<file path="src/rtl/led_sweep_if.sv">
// led_sweep_if: debounced button inputs and LED-bar status of the sweep controller.
interface led_sweep_if #(parameter int N_LED = 16);
    localparam int LW = $clog2(N_LED + 1);
    logic start, flick;
    logic [N_LED-1:0] led;
    logic [LW-1:0] level;
    logic [2:0] mode;
    logic up_down, busy, done;
    modport master(output start, flick, input led, level, mode, up_down, busy, done);
    modport slave(input start, flick, output led, level, mode, up_down, busy, done);
endinterface

</file>
<file path="src/rtl/led_sweep_ctrl.sv">
// led_sweep_ctrl: four-phase up/down thermometer sweep with flick-triggered kickback
// at the lower breakpoint (M2 dwell or M4 pass-through).
module led_sweep_ctrl #(
    parameter int N_LED = 16,
    parameter int BP1 = 5,
    parameter int BP2 = 10,
    parameter int TICK_DIV = 1
) (
    input logic clk,
    input logic rst,
    led_sweep_if.slave bus
);
    localparam int LW = $clog2(N_LED + 1);
    localparam int CW = TICK_DIV > 1 ? $clog2(TICK_DIV) : 1;

    typedef enum logic [2:0] {IDLE, M1, M2, M3, M4} state_t;

    state_t state, state_n;
    logic [LW-1:0] level, level_n, target;
    logic [CW-1:0] cnt, cnt_n;
    logic pend, pend_n, done_r, done_n, step, kick;

    always_ff @(posedge clk or posedge rst) begin
        if (rst) begin
            state <= IDLE;
            level <= '0;
            cnt <= '0;
            pend <= 1'b0;
            done_r <= 1'b0;
        end else begin
            state <= state_n;
            level <= level_n;
            cnt <= cnt_n;
            pend <= pend_n;
            done_r <= done_n;
        end
    end

    // a flick arriving in the consuming clock is absorbed by that kickback
    always_comb begin
        target = state == M1 ? LW'(N_LED) : state == M2 ? LW'(BP1) : state == M3 ? LW'(BP2) : '0;
        step = state != IDLE && cnt == CW'(TICK_DIV - 1);
        kick = pend | bus.flick;
        state_n = state;
        level_n = level;
        cnt_n = state == IDLE || step ? '0 : cnt + 1'b1;
        pend_n = state != IDLE && kick;
        done_n = 1'b0;
        if (state == IDLE) begin
            if (bus.start) begin
                state_n = M1;
                level_n = '0;
            end
        end else if (step) begin
            if (level != target) begin
                if (state == M4 && level == LW'(BP1) && kick) begin
                    state_n = M3;
                    pend_n = 1'b0;
                end else begin
                    level_n = (state == M1 || state == M3) ? level + 1'b1 : level - 1'b1;
                end
            end else begin
                case (state)
                    M1: state_n = M2;
                    M2: begin
                        state_n = kick ? M1 : M3;
                        pend_n = 1'b0;
                    end
                    M3: state_n = M4;
                    default: begin
                        state_n = IDLE;
                        done_n = 1'b1;
                        pend_n = 1'b0;
                    end
                endcase
            end
        end
    end

    for (genvar i = 0; i < N_LED; i++) begin : g_led
        assign bus.led[i] = LW'(i) < level;
    end

    assign bus.level = level;
    assign bus.mode = state;
    assign bus.up_down = state == M1 || state == M3;
    assign bus.busy = state != IDLE;
    assign bus.done = done_r;
endmodule

</file>
<file path="src/flat_wrapper.sv">
// flat-port wrapper written by rule: the top's interface ports become plain ports
module led_sweep_ctrl_flat 
#(
    parameter int N_LED = 16,
    parameter int BP1 = 5,
    parameter int BP2 = 10,
    parameter int TICK_DIV = 1
)
  (clk, rst, bus_start, bus_flick, bus_led, bus_level, bus_mode, bus_up_down, bus_busy, bus_done);
  led_sweep_if #(.N_LED(N_LED)) bus_i ();
  input logic clk;
  input logic rst;
  input wire logic [$bits(bus_i.start)-1:0] bus_start;
  input wire logic [$bits(bus_i.flick)-1:0] bus_flick;
  output wire logic [$bits(bus_i.led)-1:0] bus_led;
  output wire logic [$bits(bus_i.level)-1:0] bus_level;
  output wire logic [$bits(bus_i.mode)-1:0] bus_mode;
  output wire logic [$bits(bus_i.up_down)-1:0] bus_up_down;
  output wire logic [$bits(bus_i.busy)-1:0] bus_busy;
  output wire logic [$bits(bus_i.done)-1:0] bus_done;
  assign bus_i.start = bus_start;
  assign bus_i.flick = bus_flick;
  assign bus_led = bus_i.led;
  assign bus_level = bus_i.level;
  assign bus_mode = bus_i.mode;
  assign bus_up_down = bus_i.up_down;
  assign bus_busy = bus_i.busy;
  assign bus_done = bus_i.done;
  led_sweep_ctrl #(.N_LED(N_LED), .BP1(BP1), .BP2(BP2), .TICK_DIV(TICK_DIV)) u_core (.clk(clk), .rst(rst), .bus(bus_i));
endmodule
</file>
<file path="config.mk">
export PLATFORM = sky130hd
export DESIGN_NAME = led_sweep_ctrl_flat
export DESIGN_NICKNAME = d
export VERILOG_FILES = /design/src/rtl/led_sweep_if.sv /design/src/rtl/led_sweep_ctrl.sv /design/src/flat_wrapper.sv
export SDC_FILE = /design/constraint.sdc
export NUM_CORES = 1
export LEC_CHECK = 0
export BUFFER_PORTS_ARGS = -buffer_cell sky130_fd_sc_hd__buf_2
export CORE_MARGIN = 2
export CORE_UTILIZATION = 45
export CTS_CLUSTER_SIZE = 25
export DETAILED_ROUTE_END_ITERATION = 10
export GPL_ROUTABILITY_DRIVEN = 1
export HOLD_SLACK_MARGIN = 0.15
export PLACE_DENSITY_LB_ADDON = 0.15
export SYNTH_ARGS = -nofsm -noshare
export SYNTH_HDL_FRONTEND = slang
export SYNTH_SLANG_ARGS = --single-unit
</file>
<file path="constraint.sdc">
create_clock -name clk -period 2.1 [get_ports clk]
set_input_delay 0.105 -clock clk [delete_from_list [all_inputs] [get_ports clk]]
set_output_delay 0.105 -clock clk [all_outputs]
set_load 0.01 [all_outputs]
</file>
== Yosys cells after proc, flatten, opt, wreduce, memory -nomap -nowiden ==
Cells that the tools add are included.

* Input bits: 4
* Logic and storage cells: 75
* Bits in registers: 11

* Reduce and logical (&&, ||, !) cells: 14
* Add/sub/neg operators: 3
* Multiplexer cells: 26
* $lt $le $gt $ge: 16
* Eq/ne operators: 9
* Bitwise logic cells: 2

{| class="wikitable"
|+ Operators with widths
! operator !! count
|-
| $lt 4x5->1 const A || 8
|-
| $mux 5 || 8
|-
| $lt 3x5->1 const A || 4
|-
| $mux 3 || 5
|-
| $lt 1x5->1 const A || 2
|-
| $lt 2x5->1 const A || 2
|-
| $mux 1 || 10
|-
| $pmux 3 s3 || 1
|-
| $eq 3x2->1 const B || 2
|-
| $add 5x1->5 const B || 1
|-
| $eq 5x3->1 const B || 1
|-
| $ne 5x5->1 || 1
|-
| $sub 5x1->5 const B || 1
|-
| $logic_and 1x1->1 || 4
|-
| $mux 4 || 1
|-
| $reduce_and 4->1 || 1
|-
| $reduce_bool 2->1 || 2
|-
| $eq 3x1->1 const B || 1
|-
| $eq 3x3->1 const B || 1
|-
| $logic_not 3->1 || 1
|-
| $ne 3x2->1 const B || 1
|-
| $reduce_and 3->1 || 1
|-
| $reduce_bool 3->1 || 1
|-
| $reduce_or 3->1 || 1
|-
| other kinds (8) || 9
|}

== Longest topological paths before layout ==
Gate-level depths: netlist (run 1).

* Word-level depth: 8
* Depth in mapped cells: 7
* Depth with buffers taken out: 6

== Least setup slack after synthesis (run 1) ==
No wires, ideal clock.

* Kind: flip-flop to flip-flop
* Start: register u_core.level[1], in the netlist u_core.bus.level[1]
* End: register u_core.level[0], in the netlist u_core.bus.level[0]
* Buffers on the path: 2
* Period minus slack after synthesis: 2095 ps
* Path slack: 5 ps
* Setup time: 79 ps
* Cell stages (with the launch flop): 8
* Arrival: 2015 ps
* Cell sequence: dfrtp_1 buf_6 or4b_1 or4_1 buf_6 nand2_4 o21bai_2 mux2i_1

* Word-level cells in the longest chain between the ends: 5

{| class="wikitable"
|+ RTL lines
! item !! line !! source
|-
| start, declared || led_sweep_ctrl.sv:19 || <nowiki>logic [LW-1:0] level, level_n, target;</nowiki>
|-
| start signal, assigned || led_sweep_ctrl.sv:32 || <nowiki>level <= level_n;</nowiki>
|-
| $eq 5x3->1 || led_sweep_ctrl.sv:56 || <nowiki>if (state == M4 && level == LW'(BP1) && kick) begin</nowiki>
|-
| $logic_and 1x1->1 (2 in a row) || led_sweep_ctrl.sv:56 ||
|-
| $ne 2x1->1 (no source line) || - ||
|-
| $reduce_and 4->1 (no source line) (*) || - ||
|}

Mark *: on every way between the ends. The rest lies on a longest branch, timed or not.
A chain may end at the register's enable or synchronous reset.

== Final worst setup path (run 1) ==
* Start: register u_core.state[0], in the netlist u_core.bus.mode[0]
* End: register u_core.state[1], in the netlist u_core.bus.mode[1]

* Word-level cells in the longest chain between the ends: 8

{| class="wikitable"
|+ RTL lines
! item !! line !! source
|-
| start, declared || led_sweep_ctrl.sv:18 || <nowiki>state_t state, state_n;</nowiki>
|-
| start signal, assigned || led_sweep_ctrl.sv:31 || <nowiki>state <= state_n;</nowiki>
|-
| $eq 3x2->1 || led_sweep_ctrl.sv:41, led_sweep_ctrl.sv:63 ||
|-
| $mux 4 || led_sweep_ctrl.sv:41 || <nowiki>target = state == M1 ? LW'(N_LED) : state == M2 ? LW'(BP1) : state == M3 ? LW'(BP2) : '0;</nowiki>
|-
| $mux 5 (2 in a row) || led_sweep_ctrl.sv:41 ||
|-
| $ne 5x5->1 || led_sweep_ctrl.sv:55 || <nowiki>if (level != target) begin</nowiki>
|-
| $mux 3 || led_sweep_ctrl.sv:55 ||
|-
| $mux 3 || led_sweep_ctrl.sv:54 || <nowiki>end else if (step) begin</nowiki>
|-
| $mux 3 || led_sweep_ctrl.sv:49 || <nowiki>if (state == IDLE) begin</nowiki>
|}

Parallel ways exist; a longest one is shown, timed or not. The select of a mux whose other input is x is not followed.

==> results of run 1 <==
[how the worst max path moves through the flow]
| stage | endpoint | slack (ns) | cells past startpoint | from |
|---|---|---|---|---|
| detailed placement | u_core.bus.level[2] | 0.08 | 4 | u_core.bus.level[1] |
| floorplan | u_core.bus.level[0] | 0.005 | 7 | u_core.bus.level[1] |
| CTS | u_core.bus.level[2] | 0.05 | 4 | u_core.bus.level[1] |
| finish | u_core.bus.mode[1] | 0.17 | 6 | u_core.bus.mode[0] |
| global route | u_core.bus.mode[1] | 0.05 | 6 | u_core.bus.mode[0] |
| global placement | u_core.bus.level[4] | 0.12 | 4 | u_core.bus.level[1] |
[layout make-up]
type / instances / area [µm²] / area share [%]
clock buffers: 3 / 22.5 / 1.88
clock inverters: 1 / 5.00 / 0.417
inverters: 8 / 30.0 / 2.50
multi-input cells: 89 / 591 / 49.2
flip-flops and latches: 11 / 275 / 22.9
well taps: 27 / 33.8 / 2.82
repair buffers: 42 / 243 / 20.2
[what timing repair did]
item                                   in CTS  in global routing
buffers inserted                            0                  0
resized for setup                           0                  3
hold buffers                                1                  0
endpoints found under the hold margin      11                  0
setup endpoints to repair                   0                  6
[flip-flops by register name (all words and copies together) (netlist names)]
signal and cells:
u_core.bus.level 5, u_core.bus.mode 3, u_core.bus.done 1, u_core.cnt 1
u_core.pend 1
[stage by stage]
step                std cells  utilization [%]
floorplan                 119                -
global placement          176             57.6
detailed placement        176             57.6
CTS                       181             59.4
global route              181             59.9
finish                    181             59.9
[layout by cell type, fill, tap and decap left out, types with 2 or more instances in the layout]
cell / count
a21o_1: 3
o2111ai_1: 3
mux2i_1: 5
nor2_1: 10
ha_1: 3
or4_1: 2
nand3_1: 4
nand2_1: 16
dfrtp_1: 11
o211ai_1: 2
clkbuf_4: 3
buf_2: 30
nand4_1: 2
nand2b_1: 4
nor2b_1: 2
buf_4: 11
nor3_1: 2
inv_1: 8
a21oi_1: 4
o21a_1: 2
o21ai_0: 7
[worst max-delay path, cell delays in order, from the launching register on]
cell and delay, ns:
dfrtp_1 0.38, buf_4 0.16, or3b_4 0.40, nor2_2 0.19
a21oi_4 0.08, or4_1 0.49, o221a_2 0.13
[logic make-up after synthesis]
family                     after synthesis
buffers and inverters                   19
adders and majority gates                3
muxes                                    5
AOI/OAI and AO/OA                       30
and+or+nand+nor                         50
other                                    1
DFF                                     11
[synth_stat cells, types with 2 or more instances]
cell type   n  area share [%]
nor2b_1     2             1.3
nand2_1    16             6.2
o21ai_0     7             3.6
mux2i_1     5             5.2
o2111ai_1   3             2.7
buf_6       2             2.3
clkbuf_8    2             2.8
ha_1        3             3.9
nand3_1     4             2.1
nor2_1     11             4.3
clkbuf_1    5             1.9
a21oi_1     5             2.6
o211ai_1    2             1.6
nand2b_1    4             2.6
o21a_1      2             1.6
inv_1       8             3.1
dfrtp_1    11              28
nand4_1     2             1.3
or4_1       3             2.3
nor3_1      2             1.0
a21o_1      3             2.3
[report_power, final]
| part | internal, W | switching (W) |
|---|---|---|
| clock network | 0.0000706 | 0.0000868 |
| registers | 0.000298 | 0.0000988 |
| logic | 0.000645 | 0.000826 |
[routing by layer]
layer  global-route usage (%)  vias up  part of all wire (%)
met5                        0        -                     0
met4                     7.21        0                  0.43
met3                     4.17        2                   3.5
met2                     34.4       24                    47
met1                     28.9      456                    49
li1                         -      486                     -
==> out/results.ini, run 1 <==
[logic_synthesis]
synth_flop_cell = dfrtp_1
yosys-mux-area-fraction_pct = 5.17
synth_warnings = 0
synth_top_family_by_area = simple AND/OR/NAND/NOR gates
postSynthAreaPerCell_um2 = 8.13
synth_edf_count = 0
synthSimpleGateAreaFrac_pct = 27.0
async_reset_ff_share_pct = 100
synth_xor_area_share_pct = 0
ys_types = 38
syn_nets = 126
synth-seq-cells = 11
netlist_area_um2 = 967
synth-seq-area-share_pct = 28.5
synthAdderAreaFrac_pct = 3.88
netlist_instances = 119
synth-compound-area-share_pct = 23.5

[cts]
cts.sinks = 11
cts_made_buffers = 3
cts.root.buffer_cell = clkbuf_4
clk-insertion-delay-late_ns = 0.28
cts_tree = yes
htreeDepth = 1
cts_buffer_depth = 2
clk_pin_slew_ns = 0.08

[floorplan]
die_area_mm2 = 0.00254
rows = 16
start_util_pct = 48.3
num_io_pins = 31
die_w_um = 50.4
die-height_um = 50.4
core_mm2 = 0.00200

[worst_setup_path]
critical_path_class = flop to flop
critPathCaptureType = flop
critPathLaunchType = flop
cp.arrival_ns = 2.10
worstPathMaxFanout = 8
reg2reg_to = u_core.bus.mode[1]
reg2reg_depth = 6
worstPathRequired_ns = 2.27
reg2reg_from = u_core.bus.mode[0]
r2r_slack_ns = 0.17

[layout]
area_growth_pct = 24.1
nFillCells = 208
nNetsFinal = 162
fin_area_mm2 = 0.00120
n_antenna_cell = 0
drive_gt1_share_pct = 35.7

[timing]
fmax_mhz = 518
fin_crit_sh_pct = 92.0
totalNegativeSetupSlack_ns = 0
skew_ns = 0.00454
min_period_ns = 1.93
drv_slew = 0
maxSlewHeadroom_pct = 63.3
setup-violations-final = 0
hold_violations = 0
rsz0062_at_grt = no
tightest_slew_ns = 0.548
worst_slack_ns = 0.168
whs_ns = 0.282

[status]
outcome = finished clean

[worst_hold_path]
hp-start = bus_flick
holdPathStages = 5
hold_end = u_core.pend
hold_path_class = input pin to flop

[detailed_routing]
via_per_inst = 5.35
wirelength_mm = 2.34
drtIter0Drc = 29
drc = 0
wl_per_cell_um = 12.9
drt-pass1-iter-count = 4
ant_nets = 0
vias = 968

[pwr]
total_power_w = 0.00203
peakVddDrop_v = 0.000912
leakage_nw = 0.609
p_per_area_mw_per_mm2 = 1690

[global_routing]
antenna_found_initial = 0
grt_pass1_vias = 946
track_usage_pct = 21.5
grt_max_degree = 12
grt_pass1_wl_mm = 4.26
grt-ovfl-total = 0

[placed_design]
port_buffers = 30
hpwl_mm = 1.82
gp_congestion = 0.843
place_ws_ns = 0.0847
post_dp_cell_area_mm2 = 0.00115

[job]
maxCapViolCount = 0

No activity file was read; power rests on OpenSTA's default activity.
==> run 2: changes to the inputs <==
--- a/config.mk
+++ b/config.mk
@@ -11,6 +11,7 @@
 export CTS_CLUSTER_SIZE = 25
 export DETAILED_ROUTE_END_ITERATION = 10
 export GPL_ROUTABILITY_DRIVEN = 1
+export GPL_TIMING_DRIVEN = 0
 export HOLD_SLACK_MARGIN = 0.15
 export PLACE_DENSITY_LB_ADDON = 0.15
 export SYNTH_ARGS = -nofsm -noshare
==> out/results.ini, run 2 (synthesis results as in run 1) <==
[status]
outcome = finished clean

[layout]
largest_reg_flops = 5
regMostFlops = u_core.bus.level
layout_commonest_cell = buf_2
drive_gt1_share_pct = 35.0
fin_area_mm2 = 0.00123
nFillCells = 193
n_antenna_cell = 0
nNetsFinal = 165
area_growth_pct = 26.9
mostFrequentLayoutCells = buf_2 (30), nand2_1 (16), nor2_1 (10)

[floorplan]
num_io_pins = 31
die_area_mm2 = 0.00254
core_mm2 = 0.00200
rows = 16
die-height_um = 50.4
die_w_um = 50.4
start_util_pct = 48.3

[cts]
clk-insertion-delay-late_ns = 0.27
cts_made_buffers = 3
htreeDepth = 1
cts.sinks = 11
cts.root.buffer_cell = clkbuf_4
cts_tree = yes
clk_pin_slew_ns = 0.08
cts_buffer_depth = 2

[worst_hold_path]
hold_end = u_core.pend
holdPathStages = 5
hp-start = bus_flick
hold_path_class = input pin to flop

[global_routing]
antenna_found_initial = 0
grt_pass1_vias = 945
grt-ovfl-total = 0
grt_max_degree = 12
grt_pass1_wl_mm = 4.31
track_usage_pct = 21.7

[timing]
hold_violations = 0
worst_slack_ns = 0.108
fmax_mhz = 502
setup-violations-final = 0
rsz0062_at_grt = no
tightest_slew_ns = 0.592
skew_ns = 0.0113
fin_crit_sh_pct = 94.9
drv_slew = 0
maxSlewHeadroom_pct = 60.4
min_period_ns = 1.99
whs_ns = 0.277

[worst_setup_path]
critPathLaunchType = flop
critPathCaptureType = flop
slowest_delay_ns = 0.49
critical_path_class = flop to flop
startpoint = u_core.bus.mode[2]
cp_cell_sequence = clkbuf_2 -> or3b_4 -> nor2_4 -> a21oi_4 -> or4_1 -> o221a_2
reg2reg_depth = 6
r2r_slack_ns = 0.11
crit_slowest_cell = or4_1
reg2reg_to = u_core.bus.mode[1]
worstPathMaxFanout = 10
reg2reg_from = u_core.bus.mode[2]
worstPathRequired_ns = 2.26
cp.arrival_ns = 2.15

[pwr]
leakage_nw = 0.608
peakVddDrop_v = 0.000964
total_power_w = 0.00206
p_per_area_mw_per_mm2 = 1680

[detailed_routing]
drc = 0
vias = 1021
wl_per_cell_um = 13.2
drtIter0Drc = 40
ant_nets = 0
drt-pass1-iter-count = 4
via_per_inst = 5.55
wirelength_mm = 2.43

[placed_design]
post_dp_cell_area_mm2 = 0.00115
hpwl_mm = 1.71
port_buffers = 30
gp_congestion = 0.861
place_ws_ns = -0.0901

[job]
maxCapViolCount = 0

## run 2: cell types whose count changed in the layout (fill, tap and decap cells not counted), sizes merged
cell    before  now
clkinv       1    0
buf         41   37
clkbuf       3   11
## run 2: power breakdown
part / switching (W) / internal [W] / leakage [nW] / total (W)
registers: 0.000100 / 0.000302 / 0.130 / 0.000402
logic: 0.000845 / 0.000672 / 0.463 / 0.00152
clock network: 0.0000720 / 0.0000734 / 0.0150 / 0.000145
## run 2: timing repair
item	in CTS	in global routing
hold buffers	1	0
pin swaps	2	0
endpoints found under the setup margin	6	8
hold endpoints to repair	11	0
resized for setup	1	8
setup buffers	3	2
## run 2: final cells by class
class / instances / area [µm²] / share of cell area, %
Buffer: 9 / 66.3 / 5.40
Timing Repair Buffer: 36 / 198 / 16.1
Inverter: 8 / 30.0 / 2.45
Multi-Input combinational cell: 89 / 596 / 48.5
Sequential cell: 11 / 278 / 22.6
Clock buffer: 4 / 26.3 / 2.14
Tap cell: 27 / 33.8 / 2.75
## run 2: how the worst max path moves through the flow
stage | to | slack (ns) | cells after the start
floorplan | u_core.bus.level[0] | 0.005 | 7
global placement | u_core.bus.level[0] | -0.05 | 7
detailed placement | u_core.bus.level[0] | -0.09 | 7
CTS | u_core.bus.level[1] | 0.01 | 6
global route | u_core.bus.mode[1] | 0.03 | 6
finish | u_core.bus.mode[1] | 0.11 | 6
## run 2: through the flow
stage / TNS [ns] / instances / util [%]
4_1_cts: 0 / 183 / 60.3
3_3_place_gp: -0.140 / 176 / 57.5
5_1_grt: 0 / 184 / 61.3
6_report: 0 / 184 / 61.3
3_5_place_dp: -0.213 / 176 / 57.5
2_1_floorplan: 0 / 119 / -
## run 2: worst max-delay path: cells and delay by family (launching register included)
family                 cells  cell delay (ns)
AND/OR/NAND/NOR            3             1.10
flip-flops                 1             0.39
AO/OA/AOI/OAI              2             0.20
buffers and inverters      1             0.19
## run 2: per-layer routing
metal,up-vias,routed length (µm),global-route usage (%)
li1,493,-,-
met1,504,1140,29.5
met2,22,1180,35.1
met3,2,94,3.87
met4,0,13,6.31
met5,-,0,0
==> run 3: changes to the inputs <==
--- a/config.mk
+++ b/config.mk
@@ -5,13 +5,13 @@
 export SDC_FILE = /design/constraint.sdc
 export NUM_CORES = 1
 export LEC_CHECK = 0
+export ABC_AREA = 1
 export BUFFER_PORTS_ARGS = -buffer_cell sky130_fd_sc_hd__buf_2
 export CORE_MARGIN = 2
-export CORE_UTILIZATION = 45
+export CORE_UTILIZATION = 46
 export CTS_CLUSTER_SIZE = 25
 export DETAILED_ROUTE_END_ITERATION = 10
 export GPL_ROUTABILITY_DRIVEN = 1
-export GPL_TIMING_DRIVEN = 0
 export HOLD_SLACK_MARGIN = 0.15
 export PLACE_DENSITY_LB_ADDON = 0.15
 export SYNTH_ARGS = -nofsm -noshare
==> out/results.ini, run 3 <==
[timing]
drv_slew = 0
fin_crit_sh_pct = 80.0
min_period_ns = 1.68
totalNegativeSetupSlack_ns = 0
hold_violations = 0
rsz0062_at_grt = no
skew_ns = 0.00179
fmax_mhz = 595
setup-violations-final = 0

[global_routing]
grt-ovfl-total = 0
grt.met3_usage_pct = 4.31
grt_pass1_wl_mm = 4.04
antenna_found_initial = 0
grt_max_degree = 13
grt_pass1_vias = 919
use_met1_pct = 27.7
track_usage_pct = 19.6
grt-busiest-layer = met2
use_met2_pct = 31.0

[layout]
fin_area_mm2 = 0.00124
n_antenna_cell = 0
largest_reg_flops = 5
regMostFlops = u_core.bus.level
layout_commonest_cell = nand2_1
mostFrequentLayoutCells = nand2_1 (57), buf_2 (30), nand3_1 (20)
area_growth_pct = 16.7
fin_util_pct = 56.2
drive_gt1_share_pct = 26.9
nNetsFinal = 201

[detailed_routing]
drt-pass1-iter-count = 5
via_per_inst = 4.91
vias = 1085
wl_per_cell_um = 11.3
ant_nets = 0
drtIter0Drc = 12
wirelength_mm = 2.50
drc = 0

[cts]
cts.sinks = 11
post_cts_buffers = 0
clk-insertion-delay-late_ns = 0.26
cts_made_buffers = 3
htreeDepth = 1
cts_tree = yes
clk_pin_slew_ns = 0.07
cts_buffer_depth = 2
cts.root.buffer_cell = clkbuf_4

[logic_synthesis]
yosys.area.top_type = dfrtp_1
synth_edf_count = 0
synth_warnings = 0
ys_types = 29
netlist_area_mm2 = 0.00107
yosysMostFrequentCell = nand2_1
synth_top_cell_area_share_pct = 25.8
postSynthAreaPerCell_um2 = 6.50
synth_common_cells = nand2_1 (57), nand3_1 (20), nor2_1 (17)
netlist_instances = 164
synth-seq-cells = 11
synth-seq-area-share_pct = 25.8
syn_nets = 171
async_reset_ff_share_pct = 100
synth_flop_cell = dfrtp_1
ys_top_cells_by_area = dfrtp_1 (26%), nand2_1 (20%), nand3_1 (9.4%), nor2_1 (6.0%), inv_1 (5.3%)

[floorplan]
die_w_um = 52.1
core_mm2 = 0.00221
rows = 17
die_area_mm2 = 0.00272
die-height_um = 52.1
start_util_pct = 48.2
num_io_pins = 31

[pwr]
total_power_w = 0.00232
p_per_area_mw_per_mm2 = 1860
peakVddDrop_v = 0.000877
leakage_nw = 0.751

[worst_setup_path]
reg2reg_depth = 7
critPathCaptureType = flop
r2r_slack_ns = 0.42
slowest_delay_ns = 0.57
crit_path_end = u_core.bus.level[1]
cp.arrival_ns = 1.84
critPathLaunchType = flop
crit_slowest_cell = dfrtp_1
reg2reg_to = u_core.bus.level[1]
critPathBufInv = 2
critical_path_class = flop to flop
reg2reg_from = u_core.bus.level[1]
cp_top_family = flip-flops
startpoint = u_core.bus.level[1]
crit_cells = 7
worstPathMaxFanout = 12
cp_cell_sequence = inv_1 -> ha_1 -> or2_2 -> nand3_1 -> inv_1 -> nand2_1 -> nand2_1
worstPathRequired_ns = 2.26

[worst_hold_path]
hold_path_class = input pin to flop

[placed_design]
gp_congestion = 0.893
port_buffers = 30
hpwl_mm = 1.99
post_dp_cell_area_mm2 = 0.00121

[job]
maxCapViolCount = 0

[status]
outcome = finished clean

[run 3: cell count changes after synthesis, sizes merged, moves of 4 or more]
cell,before,now
nor2,11,19
nand2b,4,0
clkbuf,8,0
mux2i,5,0
nand3,4,23
a21oi,6,0
nand2,17,63
inv,8,20
[run 3: worst min-delay path by stage]
stage	startpoint	slack, ns	to	depth (start not counted)
after floorplan	rst	-0.04	u_core.bus.done	1
after global placement	rst	0.11	u_core.cnt	2
after global routing	bus_start	0.22	u_core.bus.level[4]	4
final	bus_start	0.21	u_core.bus.level[4]	4
after detailed placement	rst	0.12	u_core.pend	2
after CTS	bus_start	0.20	u_core.bus.level[4]	4
[run 3: layer usage]
metal | routed length (µm) | vias to the layer above | share of wire, %
li1 | - | 570 | -
met1 | 1220 | 478 | 49
met2 | 1120 | 33 | 45
met3 | 141 | 4 | 5.6
met4 | 10 | 0 | 0.40
met5 | 0 | - | 0
[run 3: kinds of logic after synthesis]
logic type | share of synthesized area, %
flip-flops | 25.8
buffers and inverters | 11.4
AO/OA/AOI/OAI | 4.46
other | 0.352
adder cells (fa/ha/maj) | 3.52
XOR/XNOR | 2.47
AND/OR/NAND/NOR | 52.0
[run 3: timing repair]
item	in CTS	in global routing
resized for setup	0	0
hold endpoints to repair	11	0
hold buffers	1	0
[run 3: final cells by class]
class                      count  area, µm²
fill                         227        968
multi-input combinational    127        669
sequential                    11        275
timing repair buffer          31        160
inverter                      20       77.6
tap                           28       35.0
clock buffer                   4       26.3
[run 3: where the power goes]
group	switching [W]	leakage, nW	internal, W
Clock	0.0000700	0.0150	0.0000734
Sequential	0.000185	0.140	0.000296
Combinational	0.00106	0.596	0.000632
Total	0.00132	0.751	0.00100
[run 3: metrics by stage]
step | cells | setup slack [ns] | hold slack, ns
2_1_floorplan | 164 | 0.571 | -0.0426
3_3_place_gp | 216 | 0.445 | 0.113
3_5_place_dp | 216 | 0.411 | 0.124
4_1_cts | 221 | 0.424 | 0.201
5_1_grt | 221 | 0.298 | 0.225
6_report | 221 | 0.419 | 0.206
[run 3: worst reg2reg max path, stage by stage, from the launching register on]
cell and delay, ns:
dfrtp_1 0.57, inv_1 0.17, ha_1 0.32, or2_2 0.30, nand3_1 0.07, inv_1 0.04
nand2_1 0.07, nand2_1 0.05
